==> src/rtl/dcache_pkg.sv <==
// dcache_pkg: shared wordlen encodings and request-queue entry sizing
package dcache_pkg;
  typedef enum logic [1:0] {BYTE = 2'd0, HALF = 2'd1, WORD = 2'd2} wordlen_e;
  localparam int ENTRY_CTRL_BITS = 4;
  function automatic int entry_bits(input int databits, input int addrbits);
    return databits + addrbits + ENTRY_CTRL_BITS;
  endfunction
endpackage

==> src/rtl/dcache_reqqueue_mem.sv <==
// dcache_reqqueue_mem: queue storage with one write port, async head read and a full view for hazard lookup
module dcache_reqqueue_mem #(
  parameter int EW = 68,
  parameter int DEPTH = 8,
  parameter int AW = 3
) (
  input  logic                     clk,
  input  logic                     i_we,
  input  logic [AW-1:0]            i_waddr,
  input  logic [EW-1:0]            i_wdata,
  input  logic [AW-1:0]            i_raddr,
  output logic [EW-1:0]            o_rdata,
  output logic [DEPTH-1:0][EW-1:0] o_entries
);
  logic [DEPTH-1:0][EW-1:0] r_mem;
  // entries are written only on accepted pushes; contents survive reset
  always_ff @(posedge clk)
    if (i_we) r_mem[i_waddr] <= i_wdata;
  assign o_rdata   = r_mem[i_raddr];
  assign o_entries = r_mem;
endmodule

==> src/rtl/dcache_reqqueue.sv <==
// dcache_reqqueue: in-order data-cache request FIFO with overflow flag and pending-write address lookup
module dcache_reqqueue
  import dcache_pkg::*;
#(
  parameter int DATABITS = 32,
  parameter int ADDRBITS = 32,
  parameter int QUEUECNTBITS = 3,
  parameter int QUEUESIZE = 2**QUEUECNTBITS
) (
  input  logic                    clk,
  input  logic                    reset,
  input  logic [DATABITS-1:0]     queue_in_data,
  input  logic [ADDRBITS-1:0]     queue_in_addr,
  input  logic                    queue_in_rdreq,
  input  logic                    queue_in_wrreq,
  input  logic [1:0]              queue_in_wordlen,
  input  logic                    queue_push,
  input  logic                    queue_pop,
  input  logic                    queue_flush,
  input  logic [ADDRBITS-1:0]     queue_lookup_addr,
  output logic [DATABITS-1:0]     queue_out_data,
  output logic [ADDRBITS-1:0]     queue_out_addr,
  output logic                    queue_out_rdreq,
  output logic                    queue_out_wrreq,
  output logic [1:0]              queue_out_wordlen,
  output logic                    queue_not_empty,
  output logic                    queue_full,
  output logic [QUEUECNTBITS:0]   queue_count,
  output logic                    queue_overflow,
  output logic                    queue_lookup_hit
);
  localparam int CB = QUEUECNTBITS;
  localparam int EW = entry_bits(DATABITS, ADDRBITS);
  localparam int WR_BIT = DATABITS + ADDRBITS + 1;
  logic [CB:0] r_wr, r_rd, w_count;
  logic r_ovf, w_full, w_empty, w_push, w_pop, w_we, w_hit, w_unused;
  logic [EW-1:0] w_head;
  logic [QUEUESIZE-1:0][EW-1:0] w_entries;
  assign w_count = r_wr - r_rd;
  assign w_empty = r_wr == r_rd;
  assign w_full  = (r_wr[CB] != r_rd[CB]) && (r_wr[CB-1:0] == r_rd[CB-1:0]);
  assign w_pop   = queue_pop & ~w_empty;
  assign w_push  = queue_push & (~w_full | w_pop);
  assign w_we    = w_push & ~reset & ~queue_flush;
  dcache_reqqueue_mem #(.EW(EW), .DEPTH(QUEUESIZE), .AW(CB)) u_mem (
    .clk       (clk),
    .i_we      (w_we),
    .i_waddr   (r_wr[CB-1:0]),
    .i_wdata   ({queue_in_wordlen, queue_in_wrreq, queue_in_rdreq, queue_in_addr, queue_in_data}),
    .i_raddr   (r_rd[CB-1:0]),
    .o_rdata   (w_head),
    .o_entries (w_entries)
  );
  // pointer and sticky-overflow update; reset beats flush, flush beats push/pop
  always_ff @(posedge clk)
    if (reset) begin
      r_wr  <= '0;
      r_rd  <= '0;
      r_ovf <= 1'b0;
    end else if (queue_flush) begin
      r_wr <= '0;
      r_rd <= '0;
    end else begin
      r_wr  <= r_wr + {{CB{1'b0}}, w_push};
      r_rd  <= r_rd + {{CB{1'b0}}, w_pop};
      r_ovf <= r_ovf | (queue_push & w_full & ~queue_pop);
    end
  // a slot is held when its distance from the read pointer is below the count
  always_comb begin
    w_hit = 1'b0;
    for (int i = 0; i < QUEUESIZE; i++)
      w_hit = w_hit | (({1'b0, CB'(CB'(i) - r_rd[CB-1:0])} < w_count) && w_entries[i][WR_BIT] &&
              (w_entries[i][DATABITS+ADDRBITS-1:DATABITS+2] == queue_lookup_addr[ADDRBITS-1:2]));
  end
  assign w_unused = ^{queue_lookup_addr[1:0], w_entries};
  assign {queue_out_wordlen, queue_out_wrreq, queue_out_rdreq, queue_out_addr, queue_out_data} = w_head;
  assign queue_not_empty  = ~w_empty;
  assign queue_full       = w_full;
  assign queue_count      = w_count;
  assign queue_overflow   = r_ovf;
  assign queue_lookup_hit = w_hit;
endmodule

==> config.mk <==
export PLATFORM = sky130hd
export DESIGN_NAME = dcache_reqqueue
export DESIGN_NICKNAME = d
export VERILOG_FILES = /design/src/rtl/dcache_pkg.sv /design/src/rtl/dcache_reqqueue_mem.sv /design/src/rtl/dcache_reqqueue.sv
export SDC_FILE = /design/constraint.sdc
export NUM_CORES = 1
export LEC_CHECK = 0
export CAP_MARGIN = 10
export CORE_ASPECT_RATIO = 1.5
export CORE_UTILIZATION = 45
export CTS_BUF_LIST = sky130_fd_sc_hd__clkbuf_2
export DETAILED_ROUTE_END_ITERATION = 10
export PLACE_DENSITY_LB_ADDON = 0.25
export SYNTH_ARGS = -nofsm -noshare
export SYNTH_HDL_FRONTEND = slang
export SYNTH_SLANG_ARGS = --single-unit
==> constraint.sdc <==
create_clock -name clk -period 10.55 [get_ports clk]
set_clock_uncertainty 0.05 [all_clocks]
set_input_delay 3.165 -clock clk [delete_from_list [all_inputs] [get_ports clk]]
set_output_delay 3.165 -clock clk [all_outputs]
set_load 0.005 [all_outputs]
After elaboration in Yosys (flattened, before gate mapping)
Index checks and enable logic that the tools add are counted.
{"block": "op_classes", "addsub": 11, "n_lt_le_gt_ge": 11, "eq_ne": 11, "mux": 5, "bitwise": 20, "n_reduce_logical": 19}
{"operator": "544-bit bitwise mux", "n": 1}
{"operator": "30-bit == test", "n": 8}
{"operator": "68-bit binary-select mux with 3-bit select", "n": 1}
{"operator": "68-bit demux with 3-bit select", "n": 1}
{"operator": "68-bit two-way mux", "n": 2}
{"operator": "3-bit by 4-bit < comparator with 1-bit output", "n": 8}
{"operator": "1-bit logical AND", "n": 18}
{"operator": "3-bit subtractor (first input constant)", "n": 4}
{"operator": "1-bit OR", "n": 9}
{"operator": "4-bit by 1-bit adder with 4-bit output", "n": 2}
{"operator": "3-bit by 4-bit < comparator with 1-bit output (second input constant)", "n": 2}
{"operator": "1-bit bitwise AND", "n": 6}
{"operator": "1-bit by 3-bit subtractor with 3-bit output (first input constant)", "n": 2}
{"operator": "2-bit by 3-bit subtractor with 3-bit output (first input constant)", "n": 2}
{"operator": "1-bit NOT", "n": 5}
{"operator": "4-bit == test", "n": 1}
{"operator": "4-bit subtractor", "n": 1}
{"operator": "3-bit == test", "n": 1}
{"operator": "3-bit by 1-bit >= comparator with 1-bit output (second input constant)", "n": 1}
{"operator": "2-bit OR reduction", "n": 1}
{"operator": "1-bit != test", "n": 1}
{"block": "totals", "reg_bits": 553, "input_bits": 105, "output_inout_bits": 76, "elab_cells": 88}

Longest topological paths before layout
Gate-level depths: netlist of the first run.
{"block": "logic_depth", "word_depth": 11, "mapped_depth": 12, "depth_no_buf": 10}

By module
Synthesis of the first run repeated with hierarchy kept, for this count alone.
{"block": "hier_totals", "hier_cells": 1248, "area_unflattened_um2": 24085.6}
{"module": "dcache_reqqueue_mem", "instances": 1, "cells_per_inst": 799, "area_per_inst_um2": 20435.8, "seq_area_each_um2": 16335.7}
{"module": "dcache_reqqueue", "instances": 1, "cells_per_inst": 449, "area_per_inst_um2": 3649.8, "seq_area_each_um2": 180.2}

Worst setup path after synthesis of the first run
Ideal clock, no wire load.
{"block": "synth_path", "kind": "input -> register", "start": "input port queue_flush", "end": "register u_mem.r_mem (netlist bit u_mem.o_entries[100]), enable pin", "setup_time_ps": 577, "arrival_ps": 8233, "required_ps": 9923, "slack_ps": 1690, "path_stages": 3, "n_path_buf": 0, "cell_sequence": "nor2_1 nand4_1 nor3_1"}
{"block": "synth_via", "elab_chain_cells": 2}
{"element": "start: declaration", "line": "dcache_reqqueue.sv:19", "text": "input logic queue_flush,"}
{"element": "1-bit NOT", "line": "dcache_reqqueue.sv:44", "text": "assign w_we = w_push & ~reset & ~queue_flush;"}
{"element": "1-bit bitwise AND", "line": "dcache_reqqueue.sv:44"}
{"element": "end signal: indexed assignment", "line": "dcache_reqqueue_mem.sv:18", "text": "if (i_we) r_mem[i_waddr] <= i_wdata;"}
{"element": "end: declaration", "line": "dcache_reqqueue_mem.sv:15", "text": "logic [DEPTH-1:0][EW-1:0] r_mem;"}
No other way between the ends.
A chain may end at the register's enable or synchronous reset.

Final worst setup path of the first run
{"block": "layout_path", "start": "input port queue_lookup_addr[5]", "end": "output port queue_lookup_hit"}
{"block": "layout_via", "elab_chain_cells": 9, "elab_cells_between_ends": 23, "cone_classes": "eq/ne: 8; bitwise: 7; reduce/logical: 8"}
{"element": "start: declaration", "line": "dcache_reqqueue.sv:20", "text": "input logic [ADDRBITS-1:0] queue_lookup_addr,"}
{"element": "30-bit == test", "line": "dcache_reqqueue.sv:73", "text": "(w_entries[i][DATABITS+ADDRBITS-1:DATABITS+2] == queue_lookup_addr[ADDRBITS-1:2]));"}
{"element": "1-bit logical AND", "line": "dcache_reqqueue.sv:72", "text": "w_hit = w_hit | (({1'b0, CB'(CB'(i) - r_rd[CB-1:0])} < w_count) && w_entries[i][WR_BIT] &&"}
{"element": "1-bit OR (6 in a row)", "line": "dcache_reqqueue.sv:72"}
{"element": "1-bit OR *", "line": "dcache_reqqueue.sv:72"}
{"element": "end: declaration", "line": "dcache_reqqueue.sv:30", "text": "output logic queue_lookup_hit"}
Mark *: on every way between the ends. The rest lies on a longest branch, timed or not.

==> results of run 1 <==
cells in the mapped netlist, types with 6 or more instances:
library cell | count | area, um^2
nand4_1 | 53 | 332
nor3_1 | 6 | 30.0
and2_1 | 6 | 37.5
buf_2 | 46 | 230
buf_1 | 8 | 30.0
dfxtp_1 | 9 | 180
xnor2_1 | 168 | 1470
nand3_1 | 7 | 35.0
inv_1 | 12 | 45.0
nor2_1 | 12 | 45.0
nand2_1 | 214 | 803
nor4_1 | 30 | 188
clkbuf_1 | 23 | 86.3
ha_1 | 13 | 163
xor2_1 | 80 | 701
edfxtp_1 | 544 | 16300
mux4_2 | 136 | 3060
where the power goes:
group / switching [mW] / internal, mW / leakage, nW / total (mW)
logic: 0.135 / 0.108 / 3.08 / 0.243
clock network: 0.852 / 0.538 / 0.902 / 1.39
registers: 0.00587 / 2.42 / 4.98 / 2.43
flip-flops by register name, summed over array words and instances, names as in the netlist:
| name | count |
|---|---|
| r_wr | 4 |
| u_mem.o_entries | 544 |
| queue_overflow | 1 |
| r_rd | 4 |
path summary, 6_finish.rpt:
path | start | endpoint | slack (ns)
max reg2reg | r_rd[2] | u_mem.o_entries[516] | 6.09
min | queue_overflow | queue_overflow | 0.43
max | queue_lookup_addr[5] | queue_lookup_hit | 0.66
min reg2reg | queue_overflow | queue_overflow | 0.43
metal layers:
layer  global-route usage  part of all wire  vias up
met4                0.161             0.062        8
met3               0.0540             0.058      173
li1                     -                 -     5928
met1                0.284              0.36     6924
met5                    0           0.00097        -
met2                0.424              0.52      544
through the flow:
| step | utilization | hold WS [ns] |
|---|---|---|
| floorplan | - | 0.415 |
| global placement | 0.504 | 0.414 |
| detailed placement | 0.504 | 0.414 |
| CTS | 0.527 | 0.428 |
| global route | 0.527 | 0.462 |
| finish | 0.527 | 0.430 |
final cells by class:
class | instances | area share
Tap cell | 682 | 0.0308
Sequential cell | 553 | 0.597
Multi-Input combinational cell | 747 | 0.257
Timing Repair Buffer | 198 | 0.0706
Clock buffer | 191 | 0.0345
Antenna cell | 3 | 0.000271
Inverter | 13 | 0.00176
Clock inverter | 42 | 0.00881
logic make-up (layout without fill, tap and decap cells):
logic type | after synthesis | count (layout) | share of synthesized area
multiplexers | 137 | 137 | 0.128
flip-flops | 553 | 553 | 0.689
buffers and inverters | 90 | 444 | 0.0165
other | 0 | 3 | 0
XOR/XNOR | 248 | 248 | 0.0906
adder cells (fa/ha/maj) | 15 | 15 | 0.00846
AO/OA/AOI/OAI | 15 | 15 | 0.00454
AND/OR/NAND/NOR | 332 | 332 | 0.0626
worst max-delay path: cells and delay by family:
kind | cells | cell delay (ns)
simple gates | 3 | 1.42
buf+inv | 2 | 1.34
compound gates | 2 | 0.43
xor+xnor | 1 | 0.32
==> metrics, run 1 <==
CTS max path bufs 3; chip width 190 um; Arr. time, crit path roughly 6.7 ns; R2R cell count 7; TritonRoute pass-1 iters 5; Initial Utilization 0.456; fraction of registers with async set/reset 0; ANT nets after route 0; share of cells above drive strength 1 0.217; initial antenna violation count 7; placed cell area roughly 26000 um^2; peak fanout along the critical path 8; status finished, final reports clean; GP Congestion about 1.0; Rows between 100 and 150; clock tree sinks around 550; min-delay worst type reg2reg; Final period util 0.938; Startpoint Class input port; Worst EP required between 7 and 8 ns; DP Wirelength 43100 um; Syn Area/Cell 17.2 um^2; Critical-path top delay cell clkdlybuf4s50_1; Post-Syn Instances 1390; Inst Count DP ~2.2k; die area approximately 54000 um^2; Lkg Pwr approximately 9.0 nW; number of buffers created by CTS between 100 and 150; crit-path cells clkdlybuf4s50_1 > xor2_1 > nor4_1 > nand4_1 > a32oi_1 > a32oi_1 > nand4_1 > clkdlybuf4s50_1; first-pass GRT wire length approximately 95000 um; WS Path Type in2out; WL final roughly 66000 um; Max Cap Viol 0; Clock transition at path regs roughly 0.09 ns; EDFF count, synth around 540; CP endpoint kind primary output; Layout Cells excl Fill 2429; Slew @ Worst Pin between 1 and 1.5 ns; Pins Over Slew Limit 0; most frequent cells in the layout edfxtp_1 (544), nand2_1 (214), clkbuf_2 (191); Hold Buf Count CTS 0; vias in the first global route 14.3k; worst slack, placed a little under 0.8 ns; clk root buf clkbuf_2; endpoints failing setup 0; # DRC 0; post-route cell area roughly 28000 um^2; top_reg_cell synth edfxtp_1; RSZ-0062 raised after global routing false; crit-path max cell delay ~0.83 ns; mapped cell area 24000 um^2; footprint of the multi-input gates between 7000 and 8000 um^2; synthesized flop and latch total between 500 and 600; syn_nets ~1.5k; commonest non-fill, non-tap cell in the layout edfxtp_1; Area growth syn-to-layout 15.6%; # IOs about 180; initial DRC count around 1.0k; core area between 50000 and 60000 um^2; PortBufs 178; Congestion Overflow GR 0; Power Dens Cells 146 nW/um^2; Slew headroom 0.271; Synth cell types 34; Fill cells 4429; CTS tree yes; Seq. cell area ~17000 um^2; fin crit period 9.89 ns; largest net degree at the start of global routing 59; post-CTS setup buffers 0; synth warn 0; VDD IR max around 0.11 mV; Power Total about 4.1 mW; GRT Util Overall 0.250; die span in y between 200 and 300 um; clock latency on the worst-skew pair around 1.1 ns; setup TNS 0 ns; sequential fraction of the synthesis area 0.689; routed vias 13.6k; Hold Path Depth 2; maximum level of the CTS H-tree 4; Final WS setup 0.656 ns; post-CTS sizing 0; Final Hold Viols 0; vias per cell 5.59; WL/cell ~27 um; f_max slightly above 100 MHz; Final nets approximately 1.8k
No activity file was read; power rests on OpenSTA's default activity.
==> run 2, diff against run 1 <==
- clock period: 10.55 -> 8.5 ns (I/O delays scaled with it)
==> run 2 against run 1 <==
Net effect:
- combinational power up 28%
- die area did not move
- core utilization grew 0.33 points
- global-route usage decreased by 0.15 points
- clock-buffer cell count shrank 18
- register-to-register slack got worse by 1.8 ns
- via count grew 0.57%
- hold slack better by 0.0069 ns
- sequential share of layout area down 0.37 points
- clock power grew 20%
- largest cell class unchanged
==> metrics, run 2 (synthesis results as in run 1) <==
CP top delay family buffers and inverters; DP Wirelength ~43000 um; # DRC 0; min-delay worst type reg2reg; WL final around 66000 um; most frequent cells in the layout edfxtp_1 (544), nand2_1 (214), clkdlybuf4s50_1 (178); cell-internal power approximately 3.8 mW; Final nets about 1.8k; Slew @ Worst Pin approximately 1.1 ns; clock latency on the worst-skew pair 1.12 ns; # IOs 181; chip width 190 um; Area growth syn-to-layout 16.3%; Clock transition at path regs roughly 0.10 ns; CTS tree yes; commonest non-fill, non-tap cell in the layout edfxtp_1; Congestion Overflow GR 0; crit-path cells clkdlybuf4s50_1 > xnor2_1 > nand4_1 > nor4_1 > nand4_1 > buf_4 > a32oi_1 > a32oi_1 > nand4_1 > clkdlybuf4s50_1; Sequential Power Share 0.604; core area 52600 um^2; Hold Slack approximately 0.44 ns; f_max roughly 120 MHz; VDD IR max ~0.098 mV; Power Dens Cells around 180 nW/um^2; CTS max path bufs 3; Power Total between 4 and 5 mW; Final period util 0.971; Lkg Pwr 9.05 nW; endpoints failing setup 0; Final Hold Viols 0; Worst EP required 5.90 ns; post-CTS sizing 0; setup TNS 0 ns; Startpoint Class input port; ANT nets after route 0; Inst Count DP around 2.2k; Arr. time, crit path 5.65 ns; Net Sw Power 1.20 mW; GRT Util Overall 0.249; Final WS setup 0.250 ns; first-pass GRT wire length 95000 um; max reg flops 544; status finished, final reports clean; clk root buf clkbuf_2; worst slack, placed between 0.3 and 0.4 ns; clock tree sinks about 550; CP endpoint kind primary output; largest net degree at the start of global routing between 70 and 80; TritonRoute pass-1 iters 6; RSZ-0062 raised after global routing false; GP Congestion approximately 1; logic gate share of total power 0.062; routed vias around 14k; maximum level of the CTS H-tree 3; peak fanout along the critical path 8; die area 54200 um^2; Layout Cells excl Fill 2443; vias in the first global route roughly 14k; WL/cell between 20 and 30 um; Fill cells 4454; Hold Buf Count CTS 0; Max Cap Viol 0; WS Path Type in2out; post-route cell area 27900 um^2; Most common cell on crit path nand4_1; clock share of power 0.334; initial DRC count about 1.0k; CP bufs+invs 3; vias per cell 5.59; post-layout util 0.530; die span in y around 280 um; PortBufs about 180; Slew headroom 0.272; placed cell area roughly 27000 um^2; FF-to-FF setup slack 4.30 ns; Rows 103; Critical-path top delay cell clkdlybuf4s50_1; fin crit period between 8 and 9 ns; crit-path max cell delay around 0.62 ns; Pins Over Slew Limit 0; initial antenna violation count 8; number of buffers created by CTS 121; sw frac 0.241; share of cells above drive strength 1 0.222; Initial Utilization 0.456; post-CTS setup buffers 0
==> run 2: worst reg2reg max path, cell delays in order (launching register included) <==
cell and delay (ns):
dfxtp_4 0.74, inv_2 0.36, ha_1 0.50, nand3_1 0.15
or3_1 0.19, nand4_1 0.39, nor3_2 0.94, buf_12 0.46
==> run 2: power groups by stage <==
stage	clock network (mW)	logic, mW	registers (mW)
after global placement	0	0.306	3.07
after floorplan	0	0.137	3.07
after detailed placement	0	0.309	3.07
after CTS	1.72	0.311	3.01
final	1.67	0.310	3.01
after global routing	1.84	0.328	3.01
==> run 2: path summary, 6_finish.rpt <==
check                             start             endpoint  cells past startpoint
hold / removal           queue_overflow       queue_overflow                      2
hold reg to reg          queue_overflow       queue_overflow                      2
setup reg to reg                r_rd[2]  u_mem.o_entries[24]                      7
setup / recovery  queue_lookup_addr[17]     queue_lookup_hit                     10
==> run 2: area by class of cell <==
cell class / count / area, um^2 / area share
Antenna cell: 4 / 10.0 / 0.000359
Tap cell: 682 / 853 / 0.0306
Sequential cell: 553 / 16500 / 0.593
Inverter: 13 / 48.8 / 0.00175
Multi-Input combinational cell: 747 / 7110 / 0.255
Timing Repair Buffer: 231 / 2200 / 0.0791
Clock inverter: 40 / 255 / 0.00916
Clock buffer: 173 / 866 / 0.0311
==> run 2: routing by layer <==
metal,vias to the layer above,global-route usage,wire (um)
li1,5969,-,-
met5,-,0,59
met1,6941,0.293,24100
met2,601,0.411,33100
met4,8,0.160,4140
met3,136,0.0520,4340
==> edit (settings of run 1) <==
Change the parameter `QUEUECNTBITS` from 3 to 4.
--- a/src/rtl/dcache_reqqueue.sv
+++ b/src/rtl/dcache_reqqueue.sv
@@ -4,7 +4,7 @@
 #(
   parameter int DATABITS = 32,
   parameter int ADDRBITS = 32,
-  parameter int QUEUECNTBITS = 3,
+  parameter int QUEUECNTBITS = 4,
   parameter int QUEUESIZE = 2**QUEUECNTBITS
 ) (
   input  logic                    clk,
Interface: changed (resized queue_count); port bits go from 181 to 182. The function was not compared with the original's and may differ.
==> edit against run 1 <==
  * Routed wire length increased by 140%
  * Sequential share of layout area grew 0.86 points
  * Setup slack got worse by 0.45 ns
  * Cell area is 96% higher
  * Non-clock buffer count rose by 133
  * Utilization decreased by 1.1 points
  * Sequential cell count grew 546
  * First-iteration DRC count rose to 2.8 times the old value
  * Power rose by 98%
  * Area after synthesis up 99%
  * Maximum frequency shrank 4.3%
  * Synthesized cell count is 74% higher
  * Critical path depth rose by 4
==> edit: results <==
set metrics [dict create \
    status "complete, no violations" \
    synth_edf_count 1088 \
    track_usage_pct 29.8 \
    dpl_worst_slack_ns 0.283 \
    synth_top_area_share_pct 68.3 \
    r2r_start "r_rd[3]$_SDFF_PP0_" \
    wl_per_cell_um 35.1 \
    place_congestion 1.08 \
    synth_cell_types 48 \
    drt_iter0_drc 2879 \
    syn_area_per_cell_um2 19.8 \
    inv_count 23 \
    cts_buffers 278 \
    clk_pin_slew_ns 0.07 \
    clock_path_buffers 4 \
    synth-adder-area-share_pct 0.932 \
    diodes 10 \
    ys_ff_latch 1099 \
    pg_seq_mw 4.81 \
    synthMuxAreaShare_pct 16.0 \
    buffers 331 \
    clock_buffers 381 \
    clock_cell_area_share_pct 4.22 \
    dp_cells 4017 \
    cpPeakStageDelay_ns 0.87 \
    synth_fp_nets 2556 \
    layout.nets 3027 \
    io_buffers 179 \
    viasPerCell 5.96 \
    critPathSlowestCell "nor4_1" \
    multi_input_gates 1158 \
    ys_top_cells_by_count "edfxtp_1 (1,088), xnor2_1 (353), mux4_2 (340), xor2_1 (142), nand4_1 (100)" \
    place_area_mm2 0.0521 \
    cts_max_level 5 \
    crit_fanout 9 \
    totalWireLength_mm 157 \
    synth_seq_area_share_pct 68.8 \
    cellLeakagePower_nw 16.9 \
    cp-startpoint "queue_lookup_addr[3]" \
    largest_reg_flops 1088 \
    p_int_mw 6.07 \
    nonClkBufAreaFrac_pct 5.49 \
    critPathArrivalTime_ns 7.12 \
]
==> edit: cell types whose count changed after synthesis, sizes merged, moves of 5 or more <==
cell / change
clkbuf: +20
xnor2: +187
xor2: +63
mux4: +204
a21oi: +14
nand4: +47
nor4: +28
buf: +43
inv: +11
edfxtp: +544
ha: +17
nor2: +14
maj3: +5
nand2: -201
==> edit: cells by family after synthesis <==
logic type | count (synthesis)
and+or+nand+nor | 237
DFF | 1099
xor gates and xnor gates | 498
AOI/OAI and AO/OA | 47
muxes | 340
adders and majority gates | 36
buffers and inverters | 163
==> edit: metal layers <==
metal / GRT usage, % / share of wire [%] / up-vias / routed length, µm
li1: - / - / 10899 / -
met1: 35.5 / 36 / 14033 / 56500
met2: 48.4 / 49 / 1342 / 77700
met3: 6.26 / 7.0 / 356 / 10900
met4: 20.3 / 7.5 / 18 / 11800
met5: 0 / 0.075 / - / 118
